--- src/rtl/i2s_pkg.sv ---
// Shared I2S constants and helpers used by the transmitter and the receiver.
package i2s_pkg;

  localparam int unsigned I2S_DATA_W  = 16;
  localparam int unsigned I2S_CLK_DIV = 4;
  localparam int unsigned I2S_SLOTS   = 2 * I2S_DATA_W;

  function automatic int unsigned i2s_slots(input int unsigned data_w);
    return 2 * data_w;
  endfunction

  // Word select leads the data by one bit: high from the last left slot to the second-last right slot.
  function automatic logic i2s_ws_right(input int unsigned slot, input int unsigned data_w);
    return (slot >= data_w - 1) && (slot <= 2 * data_w - 2);
  endfunction

endpackage

--- src/rtl/i2s_clk_gen.sv ---
// I2S bit clock divider: bit_clk toggles every CLK_DIV clk cycles; o_fall marks the cycle whose edge drops bit_clk.
module i2s_clk_gen
  import i2s_pkg::*;
#(
  parameter int unsigned CLK_DIV = I2S_CLK_DIV
) (
  input  logic i_clk,
  input  logic i_rst,
  output logic o_bit_clk,
  output logic o_fall
);

  localparam logic [7:0] DIV_LAST = 8'(CLK_DIV - 1);

  logic [7:0] r_div;
  logic       r_bit_clk;
  logic       w_wrap;

  assign w_wrap = (r_div == DIV_LAST);

  always_ff @(posedge i_clk) begin
    if (i_rst) begin
      r_div     <= '0;
      r_bit_clk <= 1'b0;
    end else if (w_wrap) begin
      r_div     <= '0;
      r_bit_clk <= ~r_bit_clk;
    end else begin
      r_div <= r_div + 8'd1;
    end
  end

  assign o_bit_clk = r_bit_clk;
  assign o_fall    = w_wrap && r_bit_clk;

endmodule

--- src/rtl/i2s_tx.sv ---
// I2S transmitter: one-deep holding register feeding an MSB-first stereo frame shifter.
// Optional underrun_count output is enabled by defining I2S_TX_UNDERRUN_CNT_EN.
module i2s_tx
  import i2s_pkg::*;
#(
  parameter int unsigned DATA_W  = I2S_DATA_W,
  parameter int unsigned CLK_DIV = I2S_CLK_DIV
) (
  input  logic              clk,
  input  logic              rst,
  input  logic [DATA_W-1:0] left_data,
  input  logic [DATA_W-1:0] right_data,
  input  logic              sample_valid,
  output logic              sample_ready,
  output logic              bit_clk,
  output logic              lr_clk,
  output logic              sdout,
`ifdef I2S_TX_UNDERRUN_CNT_EN
  output logic [15:0]       underrun_count,
`endif
  output logic              underrun
);

  localparam int unsigned SLOTS  = i2s_slots(DATA_W);
  localparam int unsigned SW     = $clog2(SLOTS);
  localparam logic [SW-1:0] S_LAST = SW'(SLOTS - 1);

  logic              w_fall;
  logic              w_frame_start;
  logic              w_accept;
  logic [SW-1:0]     w_s_next;
  logic [SLOTS-1:0]  w_frame;

  logic [SW-1:0]     r_slot;
  logic [SLOTS-1:0]  r_shift;
  logic [DATA_W-1:0] r_hold_l;
  logic [DATA_W-1:0] r_hold_r;
  logic              r_full;
  logic              r_sdout;
  logic              r_lr;
  logic              r_underrun;

  i2s_clk_gen #(
    .CLK_DIV(CLK_DIV)
  ) u_clk_gen (
    .i_clk    (clk),
    .i_rst    (rst),
    .o_bit_clk(bit_clk),
    .o_fall   (w_fall)
  );

  assign w_s_next      = (r_slot == S_LAST) ? '0 : r_slot + 1'b1;
  assign w_frame_start = w_fall && (r_slot == S_LAST);
  assign w_accept      = sample_valid && !r_full;
  assign w_frame       = r_full ? {r_hold_l, r_hold_r} : '0;

  // Load has priority only when the holder is full, so a same-cycle accept lands for the following frame.
  always_ff @(posedge clk) begin
    if (rst) begin
      r_slot     <= S_LAST;
      r_shift    <= '0;
      r_hold_l   <= '0;
      r_hold_r   <= '0;
      r_full     <= 1'b0;
      r_sdout    <= 1'b0;
      r_lr       <= 1'b0;
      r_underrun <= 1'b0;
    end else begin
      r_underrun <= w_frame_start && !r_full;
      if (w_fall) begin
        r_slot <= w_s_next;
        r_lr   <= i2s_ws_right(32'(w_s_next), DATA_W);
        if (w_frame_start) begin
          r_sdout <= w_frame[SLOTS-1];
          r_shift <= {w_frame[SLOTS-2:0], 1'b0};
        end else begin
          r_sdout <= r_shift[SLOTS-1];
          r_shift <= {r_shift[SLOTS-2:0], 1'b0};
        end
      end
      if (w_frame_start && r_full) begin
        r_full <= 1'b0;
      end else if (w_accept) begin
        r_full   <= 1'b1;
        r_hold_l <= left_data;
        r_hold_r <= right_data;
      end
    end
  end

`ifdef I2S_TX_UNDERRUN_CNT_EN
  logic [15:0] r_underrun_count;

  always_ff @(posedge clk) begin
    if (rst) begin
      r_underrun_count <= '0;
    end else if (w_frame_start && !r_full && (r_underrun_count != '1)) begin
      r_underrun_count <= r_underrun_count + 16'd1;
    end
  end

  assign underrun_count = r_underrun_count;
`endif

  assign sample_ready = !r_full;
  assign sdout        = r_sdout;
  assign lr_clk       = r_lr;
  assign underrun     = r_underrun;

endmodule

--- config.mk ---
export PLATFORM = sky130hd
export DESIGN_NAME = i2s_tx
export DESIGN_NICKNAME = d
export VERILOG_FILES = /design/src/rtl/i2s_pkg.sv /design/src/rtl/i2s_clk_gen.sv /design/src/rtl/i2s_tx.sv
export SDC_FILE = /design/constraint.sdc
export NUM_CORES = 1
export LEC_CHECK = 0
export ABC_AREA = 1
export CORE_ASPECT_RATIO = 0.7
export CORE_UTILIZATION = 50
export CTS_BUF_LIST = sky130_fd_sc_hd__clkbuf_16
export CTS_CLUSTER_SIZE = 10
export DETAILED_ROUTE_END_ITERATION = 7
export GPL_ROUTABILITY_DRIVEN = 0
export PLACE_DENSITY_LB_ADDON = 0.1
export SLEW_MARGIN = 10
export SYNTH_ARGS = -nofsm -noshare
export SYNTH_HDL_FRONTEND = slang
export SYNTH_HIERARCHICAL = 1
export SYNTH_SLANG_ARGS = --single-unit
--- constraint.sdc ---
create_clock -name clk -period 2.3 [get_ports clk]
set_input_delay 0.345 -clock clk [delete_from_list [all_inputs] [get_ports clk]]
set_output_delay 0.345 -clock clk [all_outputs]
set_load 0.02 [all_outputs]
# After elaboration in Yosys (flattened, before gate mapping)

Cells that the tools add are included.

Output and inout port bits: 5
Logic and storage cells: 32
Memories kept: 0
Bits in read-only memories: 0
Bits of input ports: 35
Bits in registers: 82
RAM bits: 0
Bits in latches: 0

$mul: 0
Divide/modulo/power cells: 0
Reductions and logical operators: 10
Bitwise gates (word level): 2
Mux-type cells: 4
Shift-type cells: 0
Eq/ne operators: 2
$lt $le $gt $ge: 2
$add $sub $neg: 2

Operators by type and width:

| operator              | count |
|---|---|
| $mux W32              | 2 |
| $add A8 B1 Y8 const B | 1 |
| $eq A8 B2 Y1 const B  | 1 |
| $logic_and A1 B1 Y1   | 6 |
| $add A5 B1 Y5 const B | 1 |
| $eq A5 B5 Y1 const B  | 1 |
| $ge A5 B4 Y1 const B  | 1 |
| $le A5 B5 Y1 const B  | 1 |
| $mux W5               | 1 |
| $reduce_or A2 Y1      | 2 |
| $not A1 Y1            | 2 |
| $reduce_and A2 Y1     | 1 |
| $logic_not A1 Y1      | 1 |
| $mux W1               | 1 |

# Longest topological paths before layout

Depth in word-level cells: 6
Gate-level depth with buffers: 12
Gate-level depth less buffers: 11

# Hierarchy

The synthesis kept the hierarchy.

By module, submodules not included:

| module      | instances | sequential area each (um^2) | area each (um^2) | cells each |
|---|---|---|---|---|
| i2s_tx      | 1         | 1441.4                      | 2855.2           | 378 |
| i2s_clk_gen | 1         | 180.2                       | 480.5            | 69 |

# Least setup slack after synthesis

No wires, ideal clock.

Kind: register to register
From: register u_clk_gen.r_div[0]
To: register r_shift[2]
Stages on the path, launching flop included: 12
Buffers on the path: 1
Setup time: 0.070 ns
Required time: 2.230 ns
Data arrival time: 1.665 ns
Period minus slack after synthesis: 1.735 ns
Setup slack: 0.565 ns
Cells stage by stage: dfxtp_1 -> ha_1 -> nand2_2 -> nor2_2 -> nand3_1 -> inv_1 -> inv_1 -> or2_4 -> nor2_4 -> buf_6 -> nand2_1 -> a21oi_1

Cells in the longest elaborated chain, start to end: 4

RTL lines:

| what                   | line              | RTL |
|---|---|---|
| start, declared        | i2s_clk_gen.sv:15 | `logic [7:0] r_div;` |
| start signal, assigned | i2s_clk_gen.sv:29 | `r_div <= r_div + 8'd1;` |
| $eq A8 B2 Y1 *         | i2s_clk_gen.sv:19 | `assign w_wrap = (r_div == DIV_LAST);` |
| $logic_and A1 B1 Y1 *  | i2s_clk_gen.sv:34 | `assign o_fall = w_wrap && r_bit_clk;` |
| named net w_fall       | i2s_tx.sv:28      | `logic w_fall;` |
| $logic_and A1 B1 Y1    | i2s_tx.sv:53      | `assign w_frame_start = w_fall && (r_slot == S_LAST);` |
| $mux W32               | i2s_tx.sv:73      | `if (w_frame_start) begin` |
| end signal, assigned   | i2s_tx.sv:75      | `r_shift <= {w_frame[SLOTS-2:0], 1'b0};` |
| end signal, assigned   | i2s_tx.sv:78      | `r_shift <= {r_shift[SLOTS-2:0], 1'b0};` |
| end, declared          | i2s_tx.sv:35      | `logic [SLOTS-1:0] r_shift;` |

The timed path passes the listed nets; every way through them passes the cells marked *.
A chain may end at the register's enable or synchronous reset.

# Worst setup path in the final report

From: register u_clk_gen.r_div[0]
To: register r_shift[28]

The elaborated chain is that of the path after synthesis.

==> metrics.md <==
| Metric | Value |
|---|---|
| Seq pwr share | 46.9% |
| CTS Buffer Depth | 2 |
| Async set-reset flop share out of synthesis | 0% |
| Drc violations | 0 |
| Crit path DAT | 2310 ps |
| Final non-filler cell total | 575 |
| Logic pwr share | 7.0% |
| Register bit count reported by yosys | 81 |
| DR WL/cell | 12.4 um |
| Worst setup path start | u_clk_gen/r_div[0]$_SDFF_PP0_ |
| Clock network power share | 46.1% |
| Post-CTS setup buffer count | 0 |
| Crit Path Category | flip-flop to flip-flop |
| Syn Std Cell Area | 0.00334 sq mm |
| Vias in the first global route | 2654 |
| Critical Path Sink Type | flip-flop |
| Die footprint | 0.00701 sq mm |
| RSZ-0062 raised after global routing | false |
| Worst R2R Path Depth | 11 |
| Top cells by area, synth | dfxtp_1 (49%), o21ai_0 (11%), a21oi_1 (10%), nor2_1 (8.6%), nand2_1 (6.6%) |
| Pre-Repair DR Iteration Count | 4 |
| Clock root cell | clkbuf_16 |
| Die extent in y | 70.3 um |
| Least-Margin Pin Slew | 426 ps |
| Hold_sp | r_hold_l[0]$_SDFFE_PP0P_ |
| DP Area | 0.00380 sq mm |
| Finished Cell Area | 0.00411 sq mm |
| Fin crit period | 2050 ps |
| Max-Slew Margin vs Limit | 71.6% |
| Largest net degree at the start of global routing | 45 |
| Peak supply drop | 0.505 mV |
| N_diodes | 0 |
| Worst Skew | 7.28 ps |
| Clock sinks | 81 |
| Final net count | 518 |
| Post-synth top area share | 48.6% |
| Switching Share | 23.9% |
| Max-Cap Viols | 0 |
| HPWL after DPL | 4540 um |
| First-pass GRT wire length | 12100 um |
| Count leader, synth | dfxtp_1 |
| DP Worst Slack | 259 ps |
| Via/cell ratio | 5.07 |
| Synth cell types | 23 |
| Final WL | 7130 um |
| Int Power | 2.43 mW |
| Tot Pwr | 3.19 mW |
| Status | finished, final reports clean |
| Placed instance count | 559 |
| Sw power | 763 uW |
| Boundary Pins | 40 |
| Worst hold margin | 453 ps |
| Post-synth top cells | dfxtp_1 (81), nor2_1 (76), o21ai_0 (70), a21oi_1 (67), nand2_1 (59) |
| Initial drt markers | 151 |
| LEAKAGE | 1.72 nW |
| Sequential area share after synthesis | 48.6% |
| Final Max Tran Viols | 0 |
| Final setup fails | 0 |
| Tcrit/Tclk final | 89.1% |
| Worst-path maximum fanout | 22 |
| Post-Synthesis Cells | 447 |
| Synth warnings | 6 |
| TNS Setup | 0 ps |
| Clock Latency Late Sink | 330 ps |
| Clock buffer count from CTS | 9 |
| Max Freq | 488 MHz |
| Post-cts sizing count | 0 |
| R2R Setup Slk | 250 ps |
| H-Tree Depth | 3 |
| Antenna-violating nets left | 0 |
| DR top layer | met4 |
| GRT overflow | 0 |
| Site Rows | 24 |
| Startpoint Class | flip-flop |
| End of the critical path | r_shift[28]$_SDFFE_PP0P_ |
| Clk slew on worst S/H paths | 60 ps |
| Initial Utilization | 52.6% |
| Final setup margin | 250 ps |
| Number of synthesized flops with an enable pin | 0 |
| Gr usage total | 21.8% |
| Antenna violations before repair | 0 |
| Met1 WL | 3630 um |
| Worst path required time | 2560 ps |
| Share of cells above drive strength 1 | 9.09% |
| I/O Buffers | 39 |
| Avg Inst Size Synth | 7.46 sq um |
| Top_reg_cell synth | dfxtp_1 |
| Routed vias | 2914 |
| Hold buffer count at cts | 0 |
| FILL cells | 569 |
| Final Util | 64.8% |
| Total nets after synthesis | 486 |
| FF-to-FF End | r_shift[28]$_SDFFE_PP0P_ |
| DR WL met3 | 362 um |
| Die X | 99.6 um |
| Core area | 0.00634 sq mm |
| DR WL met2 | 3070 um |
| Area growth, synth to finish | 23.1% |
| Final Hold Fails | 0 |
| Pwr Density | 778 mW/mm^2 |
| Post-synth top area cell | dfxtp_1 |
| TritonCTS clock tree | built |
| Hold Path Class | flip-flop to flip-flop |
| Critical R2R Launch | u_clk_gen/r_div[0]$_SDFF_PP0_ |
==> power by group through the flow <==
stage / registers [mW] / clock network (mW) / logic (mW)
detailed placement: 1.53 / 0 / 0.223
global route: 1.50 / 1.55 / 0.253
floorplan: 1.52 / 0 / 0.125
global placement: 1.53 / 0 / 0.221
CTS: 1.50 / 1.50 / 0.225
finish: 1.50 / 1.47 / 0.223
==> logic make-up (layout without fill, tap and decap cells) <==
kind of cell	Yosys count	count (layout)	synth area share [%]
simple gates	165	165	21.1
compound gates	143	143	22.1
flops	81	81	48.6
buf+inv	54	91	6.75
fa+ha+maj	4	4	1.50
==> area by class of cell <==
cell class	instances	area (sq um)	area share [%]
clock inverters	7	85.1	2.07
clock buffers	9	225	5.48
multi-input cells	312	1490	36.3
repair buffers	48	470	11.5
inverters	27	101	2.47
well taps	91	114	2.77
flip-flops and latches	81	1620	39.5
==> layer usage <==
metal | track usage (%) | vias to the layer above
met3 | 6.11 | 7
met2 | 33.3 | 69
met5 | 0 | -
met1 | 30.0 | 1306
li1 | - | 1532
met4 | 6.70 | 0
==> sequential cells by signal, indices dropped and copies added, names as in the netlist <==
| register | flops |
|---|---|
| r_shift | 31 |
| r_hold_l | 16 |
| r_hold_r | 16 |
| u_clk_gen/r_div | 8 |
| r_slot | 5 |
| lr_clk | 1 |
| r_full | 1 |
| sdout | 1 |
| u_clk_gen/o_bit_clk | 1 |
| underrun | 1 |
==> cell usage in the layout (no fill, tap or decap) <==
cell and instances:
a21oi_1 67, a21oi_2 4, buf_12 1, buf_4 8, bufinv_16 1, clkbuf_16 9
clkdlybuf4s50_1 39, clkinv_4 2, dfxtp_1 81, ha_1 4, inv_1 25, inv_2 2
inv_6 3, inv_8 1, nand2_1 59, nand2_2 3, nand2_4 1, nand3_1 13
nand4_1 1, nand4_4 1, nor2_1 76, nor2_2 6, nor2_4 1, nor3_1 2
o211ai_1 2, o21ai_0 70, or2_1 1, or2_4 1
==> worst min-delay path by stage <==
stage	end	slack, ps	cells past startpoint
4_1_cts	r_shift[31]$_SDFFE_PP0P_	450	2
3_5_place_dp	r_shift[31]$_SDFFE_PP0P_	450	2
3_3_place_gp	r_shift[1]$_SDFFE_PP0P_	440	2
2_1_floorplan	r_shift[1]$_SDFFE_PP0P_	410	1
5_1_grt	underrun$_SDFF_PP0_	460	1
6_report	r_shift[17]$_SDFFE_PP0P_	450	2
==> worst max-delay path, cell delays in order (launching register included) <==
cell and delay [ps]:
dfxtp_1 380, ha_1 240, nand2_2 90, nor2_2 140, nand3_1 100, inv_1 80, inv_1 50, or2_4 260
nor2_4 240, buf_12 200, nand2_1 60, a21oi_1 120
Note: power is estimated with default switching activity, not from simulation.
